===== src/rtl/alu_arbiter.sv =====
// Round-robin arbiter sharing one tiny16 ALU between NUM_REQ requesters.
// Optional macro ALU_DIV_GUARD_EN: suppress divide-by-zero and flag it on resp_err.
module alu_arbiter #(
    parameter int unsigned NUM_REQ    = 2,
    parameter int unsigned DATA_WIDTH = 16
) (
    input  logic                       clk,
    input  logic                       rst,
    input  logic [NUM_REQ-1:0]         req_valid,
    output logic [NUM_REQ-1:0]         req_ready,
    input  logic [4*NUM_REQ-1:0]       req_opcode,
    input  logic [DATA_WIDTH*NUM_REQ-1:0] req_src1,
    input  logic [DATA_WIDTH*NUM_REQ-1:0] req_src2,
    output logic [NUM_REQ-1:0]         resp_valid,
    input  logic [NUM_REQ-1:0]         resp_ready,
    output logic [DATA_WIDTH-1:0]      resp_result,
    output logic [3:0]                 resp_flags,
    output logic                       resp_err,
    output logic [3:0]                 alu_opcode,
    output logic [DATA_WIDTH-1:0]      alu_src1,
    output logic [DATA_WIDTH-1:0]      alu_src2,
    output logic                       alu_out_en,
    input  logic [DATA_WIDTH-1:0]      alu_out,
    input  logic [3:0]                 alu_flags
);

    localparam int unsigned IdxW = (NUM_REQ > 2) ? 2 : 1;

    typedef enum logic [1:0] {StIdle, StIssue, StCapture, StResp} state_e;

    state_e                state_q, state_d;
    logic [IdxW-1:0]       ptr_q, ptr_d;
    logic [IdxW-1:0]       owner_q, owner_d;
    logic [3:0]            op_q, op_d;
    logic [DATA_WIDTH-1:0] src1_q, src1_d;
    logic [DATA_WIDTH-1:0] src2_q, src2_d;
    logic [DATA_WIDTH-1:0] result_q, result_d;
    logic [3:0]            flags_q, flags_d;
    logic                  err_q, err_d;

    logic                  found;
    logic [IdxW-1:0]       winner;
    logic [IdxW-1:0]       cand;
    logic                  div_zero;

`ifdef ALU_DIV_GUARD_EN
    assign div_zero = (op_q == 4'b0011) && (src2_q == '0);
`else
    assign div_zero = 1'b0;
`endif

    function automatic logic [NUM_REQ-1:0] onehot(input logic [IdxW-1:0] idx);
        onehot      = '0;
        onehot[idx] = 1'b1;
    endfunction

    // Search starts one past the last winner and wraps.
    always_comb begin
        found  = 1'b0;
        winner = '0;
        cand   = '0;
        for (int unsigned i = 1; i <= NUM_REQ; i++) begin
            cand = IdxW'((32'(ptr_q) + i) % NUM_REQ);
            if (!found && req_valid[cand]) begin
                found  = 1'b1;
                winner = cand;
            end
        end
    end

    always_comb begin
        state_d    = state_q;
        ptr_d      = ptr_q;
        owner_d    = owner_q;
        op_d       = op_q;
        src1_d     = src1_q;
        src2_d     = src2_q;
        result_d   = result_q;
        flags_d    = flags_q;
        err_d      = err_q;
        req_ready  = '0;
        resp_valid = '0;
        alu_out_en = 1'b0;

        unique case (state_q)
            StIdle: begin
                if (found) begin
                    req_ready = rst ? '0 : onehot(winner);
                    ptr_d     = winner;
                    owner_d   = winner;
                    for (int unsigned i = 0; i < NUM_REQ; i++) begin
                        if (32'(winner) == i) begin
                            op_d   = req_opcode[4*i +: 4];
                            src1_d = req_src1[DATA_WIDTH*i +: DATA_WIDTH];
                            src2_d = req_src2[DATA_WIDTH*i +: DATA_WIDTH];
                        end
                    end
                    state_d = StIssue;
                end
            end
            StIssue: begin
                alu_out_en = !div_zero;
                result_d   = div_zero ? '1 : alu_out;
                err_d      = div_zero;
                state_d    = StCapture;
            end
            StCapture: begin
                // ALU flags are registered, so they are only valid one cycle after out_en.
                flags_d = div_zero ? 4'b0000 : alu_flags;
                state_d = StResp;
            end
            StResp: begin
                resp_valid = onehot(owner_q);
                if (resp_ready[owner_q]) begin
                    state_d = StIdle;
                end
            end
            default: state_d = StIdle;
        endcase
    end

    always_ff @(posedge clk) begin
        if (rst) begin
            state_q  <= StIdle;
            ptr_q    <= IdxW'(NUM_REQ - 1);
            owner_q  <= '0;
            op_q     <= '0;
            src1_q   <= '0;
            src2_q   <= '0;
            result_q <= '0;
            flags_q  <= '0;
            err_q    <= 1'b0;
        end else begin
            state_q  <= state_d;
            ptr_q    <= ptr_d;
            owner_q  <= owner_d;
            op_q     <= op_d;
            src1_q   <= src1_d;
            src2_q   <= src2_d;
            result_q <= result_d;
            flags_q  <= flags_d;
            err_q    <= err_d;
        end
    end

    assign alu_opcode  = op_q;
    assign alu_src1    = src1_q;
    assign alu_src2    = src2_q;
    assign resp_result = result_q;
    assign resp_flags  = flags_q;
    assign resp_err    = err_q;

endmodule

===== config.mk =====
export PLATFORM = sky130hd
export DESIGN_NAME = alu_arbiter
export DESIGN_NICKNAME = d
export VERILOG_FILES = /design/src/rtl/alu_arbiter.sv
export SDC_FILE = /design/constraint.sdc
export NUM_CORES = 1
export LEC_CHECK = 0
export ABC_AREA = 1
export CAP_MARGIN = 20
export CORE_MARGIN = 2
export CORE_UTILIZATION = 30
export CTS_CLUSTER_SIZE = 8
export DETAILED_ROUTE_END_ITERATION = 12
export PLACE_DENSITY = 0.66
export SYNTH_ARGS = -nofsm -noshare
export SYNTH_HDL_FRONTEND = slang
export SYNTH_SLANG_ARGS = --single-unit

===== constraint.sdc =====
create_clock -name clk -period 2 [get_ports clk]
set_input_delay 0.4 -clock clk [delete_from_list [all_inputs] [get_ports clk]]
set_output_delay 0.4 -clock clk [all_outputs]
set_load 0.01 [all_outputs]

==> flow_summary.yaml, run 1 <==
outcome:
  outcome: "completed"
yosys:
  synth-edff-count: 0
  async_flop_share: 0
  yosys.area_share.simple: 0.3557
  ys_types: 19
  syn-cell-area_mm2: 0.002726
  ys_ff_latch: 60
  synthFlopType: "dfxtp_1"
  synthMuxAreaShare: 0
  synth_fa_ha_area_frac: 0.02295
  synth-xor-area-share: 0
  yosys.area.top_type_share: 0.4406
  synth-compound-area-share: 0.1115
  synth_top_family_by_area: "simple AND/OR/NAND/NOR gates"
  synthCells: 405
  synth_warnings: 0
  yosys.area.top_type: "dfxtp_1"
  netlist_top_cells_area: "dfxtp_1 44%, nor2_1 16%, nand2_1 11%"
  ys_seq_area_frac: 0.4406
  synth_nets: 508
  avgSynthCellArea_um2: 6.732
sta:
  report.final.slew_viol_count: 0
  skew_ps: 6.598
  setup_viol: 0
  fin_tns_setup_ps: 0
  min_period_ps: 1866
  final-hold-violation-count: 0
  fmax_mhz: 536.0
  fin_crit_sh: 0.9328
  rsz0062_at_grt: "false"
final_layout:
  seqCellArea_mm2: 0.001201
  fillCellCount: 853
  multi_input_area_mm2: 0.001350
  final_cell_mix: "152 x clkdlybuf4s50_1, 118 x nor2_1, 81 x nand2_1, 60 x dfxtp_1, 53 x o21ai_0"
  mostFrequentLayoutCell: "clkdlybuf4s50_1"
  nets: 668
  drive_gt1_frac: 0.06842
  finish.utilization: 0.5274
  syn_to_final_growth_pct: 69.53
  n_antenna_cell: 0
floorplanning:
  die_x_um: 99.33
  rows: 34
  initial_core_util: 0.3111
  pin_count: 160
  core_region_area_mm2: 0.008763
  die_y_um: 99.33
  die_area_mm2: 0.009866
setup_path:
  rr_worst_depth: 7
  crit_buf_inv: 3
  worstSetupPathDepth: 5
  cp_cell_sequence: "clkdlybuf4s50_1 > buf_4 > o21ai_4 > nor3_1 > clkbuf_2"
  cp.required_ps: 1600
  crit_type: "input pin to output pin"
  critPathCaptureType: "output pin"
  startpoint_type: "input pin"
  worstPathArrival_ps: 1470
  worst_path_largest_cell_delay_ps: 520
  slowest_stage: "clkdlybuf4s50_1"
  crit_family: "buffers and inverters"
  r2r_setup_slack_ps: 480
  critPathMaxFanout: 3
drt:
  vias_per_cell: 4.541
  drt-pass1-iter-count: 4
  first_iter_violations: 49
  vias: 3079
  drc: 0
  ant_nets: 0
  wl_per_cell_um: 12.79
  wirelength_um: 8673
clock_tree:
  clkSinkCount: 60
  cts_htree_levels: 3
  cts_buffers: 9
  cts_hold_buf: 0
  clockRootBuffer: "clkbuf_8"
  clk_latency_ps: 320
  cts_buffer_depth: 2
  clkTransAtPathRegs_ps: 70
  cts_tree: "built"
global_route:
  antenna_found_initial: 0
  grtUsageTotal: 0.1731
  grt-ovfl-total: 0
  grt_pass1_wl_um: 13870
  grt_max_degree: 37
  grt_pass1_vias: 3012
power_and_ir_drop:
  power.density_mw_per_mm2: 1223
  p_leak_nw: 2.075
  ir_worst_vdd_v: 0.0006354
  p_total_mw: 5.652
job:
  max-cap-violations: 0
place:
  gp_congestion: 0.8169
  hpwl_um: 6245
  portBuffers: 158
min_path:
  min_path_type: "flop to flop"
  whs_path_depth: 2
synthesized netlist by cell type, types with 2 or more instances:
cell type and number:
buf_4 10, nand2_1 81, o21ai_1 3, inv_2 2
nand3_1 40, buf_2 6, o21ai_0 53, nor2_1 118
ha_1 5, inv_1 9, a21oi_1 3, clkbuf_1 9
dfxtp_1 60
metrics by stage:
stage / setup slack (ps) / instance area (um2) / hold slack (ps) / cells
floorplan: 295.1 / 2726 / 461.8 / 405
global placement: -276.6 / 4447 / 475.2 / 662
detailed placement: -286.2 / 4447 / 482.8 / 662
CTS: 12.18 / 4624 / 498.1 / 678
global route: 26.68 / 4622 / 531.5 / 678
finish: 134.5 / 4622 / 496.8 / 678
cell families (layout without fill, tap and decap cells):
logic type | after synthesis | count (layout)
AO/OA/AOI/OAI | 60 | 60
adder cells (fa/ha/maj) | 5 | 5
buffers and inverters | 37 | 202
flip-flops | 60 | 60
other | 1 | 1
AND/OR/NAND/NOR | 242 | 242
where the power goes:
group / internal [mW] / switching [mW]
sequential: 1.66 / 0.222
clock: 0.570 / 0.468
combinational: 1.38 / 1.35
total: 3.62 / 2.03
worst paths after layout:
kind,startpoint,to
max,req_valid[0],req_ready[0]
min reg2reg,alu_src1[10],alu_src1[10]
min,alu_src1[10],alu_src1[10]
max reg2reg,state_q[0],owner_q
worst register-to-register path, delay by kind of cell, from the launching register on:
family / cells / cell delay (ps)
AOI/OAI and AO/OA: 2 / 200
adders and majority gates: 1 / 220
buffers and inverters: 3 / 600
and+or+nand+nor: 1 / 90
DFF: 1 / 330
flip-flops by register name, indices dropped and copies added, names as in the netlist:
signal / cells
resp_result: 16
owner_q: 1
state_q: 2
alu_src2: 16
alu_opcode: 4
resp_flags: 4
alu_src1: 16
ptr_q: 1
what timing repair did:
action / CTS / global route
endpoints found under the setup margin: 4 / 3
endpoints found under the hold margin: 0 / 0
gates resized for setup: 5 / 7
gates cloned: 0 / 0
pin swaps: 0 / 0
setup buffers: 0 / 0
per-layer routing:
layer	share of wire	wire (um)	track usage	vias to the layer above
met2	0.47	4051	0.2937	96
met1	0.44	3815	0.2116	1362
met4	0.017	144	0.05796	0
met5	0	0	0	-
li1	-	-	-	1609
met3	0.076	662	0.04849	12
final cells by class:
class	instances	share of cell area
sequential	60	0.2599
multi-input combinational	308	0.2921
inverter	11	0.008933
timing repair buffer	175	0.3701
clock buffer	11	0.02842
tap	108	0.02924
clock inverter	5	0.01137
Note: power is estimated with default switching activity, not from simulation.
==> run 2, diff against run 1 <==
Settings changed: GPL_TIMING_DRIVEN from default to 0.
==> flow_summary.yaml, run 2 (synthesized netlist as in run 1, its figures left out) <==
outcome:
  outcome: "completed"
drt:
  drc: 0
  vias: 3194
  vias_per_cell: 4.616
  wl_per_cell_um: 12.97
  wirelength_um: 8977
  first_iter_violations: 103
  drt-pass1-iter-count: 5
  ant_nets: 0
floorplanning:
  die_y_um: 99.33
  die_area_mm2: 0.009866
  initial_core_util: 0.3111
  core_region_area_mm2: 0.008763
  rows: 34
  pin_count: 160
  die_x_um: 99.33
setup_path:
  critPathCaptureType: "output pin"
  startpoint_type: "flop"
  worst_path_largest_cell_delay_ps: 540
  crit_type: "flop to output pin"
  cp_cell_sequence: "inv_2 > ha_4 > clkdlybuf4s50_1"
  critPathMaxFanout: 8
  worstPathArrival_ps: 1530
  cp.required_ps: 1600
  slowest_stage: "clkdlybuf4s50_1"
final_layout:
  fillCellCount: 867
  multi_input_area_mm2: 0.001380
  seqCellArea_mm2: 0.001206
  n_antenna_cell: 0
  final_cell_mix: "152 x clkdlybuf4s50_1, 118 x nor2_1, 81 x nand2_1, 58 x dfxtp_1, 53 x o21ai_0"
  syn_to_final_growth_pct: 72.14
  mostFrequentLayoutCell: "clkdlybuf4s50_1"
  drive_gt1_frac: 0.08733
  post-route-cell-area_mm2: 0.004693
  nets: 682
place:
  post_dp_cell_area_mm2: 0.004443
  portBuffers: 158
  pre_cts_ws_ps: -696.6
  hpwl_um: 6677
  gp_congestion: 0.7605
clock_tree:
  clockRootBuffer: "clkbuf_8"
  cts_buffers: 9
  cts_buffer_depth: 2
  clk_latency_ps: 340
  cts_tree: "built"
  clkTransAtPathRegs_ps: 70
  cts_htree_levels: 3
  cts_hold_buf: 0
  clkSinkCount: 60
job:
  max-cap-violations: 0
power_and_ir_drop:
  ir_worst_vdd_v: 0.0005360
  p_leak_nw: 2.098
  power.density_mw_per_mm2: 1208
sta:
  report.final.slew_viol_count: 0
  final-hold-violation-count: 0
  worst_slack_ps: 69.63
  fmax_mhz: 518.0
  hold_ws_ps: 499.5
  fin_crit_sh: 0.9652
  skew_ps: 9.563
  setup_viol: 0
  min_period_ps: 1930
min_path:
  min_path_type: "flop to flop"
global_route:
  grt_max_degree: 14
  grt_pass1_wl_um: 14440
  grt_pass1_vias: 3117
  grtUsageTotal: 0.1814
  antenna_found_initial: 0
  grt-ovfl-total: 0
[run 2: power breakdown]
part           switching (mW)  total [mW]  internal [mW]
clock                   0.482       0.956          0.475
combinational            1.35        2.79           1.44
sequential              0.253        1.93           1.67
[run 2: stage by stage]
step	std cells	total power [mW]	util	TNS, ps
floorplan	405	3.169	-	0
global placement	671	4.558	0.5070	-1334
detailed placement	671	4.606	0.5070	-1370
CTS	688	5.684	0.5318	-2.020
global route	692	6.134	0.5356	-6.621
finish	692	5.671	0.5356	0
[run 2: layer usage]
layer | up-vias | share of wire | GRT usage
met4 | 0 | 0.024 | 0.08641
met5 | - | 0 | 0
met1 | 1415 | 0.45 | 0.2336
met3 | 20 | 0.077 | 0.04076
met2 | 119 | 0.45 | 0.2879
li1 | 1640 | - | -
[run 2: worst paths after layout]
path                                    from           end  slack (ps)  cells past startpoint
worst max-delay path              state_q[1]    alu_out_en          70                      3
worst min register to register  alu_src1[11]  alu_src1[11]         500                      2
worst max register to register    state_q[1]   alu_src1[9]         460                      7
worst min-delay path            alu_src1[11]  alu_src1[11]         500                      2
[run 2: worst max-delay path: cells and delay by family, from the launching register on]
kind	cells	cell delay, ps
fa+ha+maj	1	190
flops	1	350
buf+inv	2	650
[run 2: timing repair]
item | CTS | global route
pin swaps | 1 | 1
buffers inserted | 2 | 5
endpoints found under the setup margin | 5 | 4
resized for setup | 24 | 1
hold endpoints to repair | 0 | 0
[run 2: final cells by class]
cell class	instances	area share
Inverter	11	0.008798
Buffer	24	0.02826
Timing Repair Buffer	165	0.3471
Clock inverter	5	0.005865
Sequential cell	60	0.2570
Clock buffer	11	0.03013
Tap cell	108	0.02879
Multi-Input combinational cell	308	0.2941
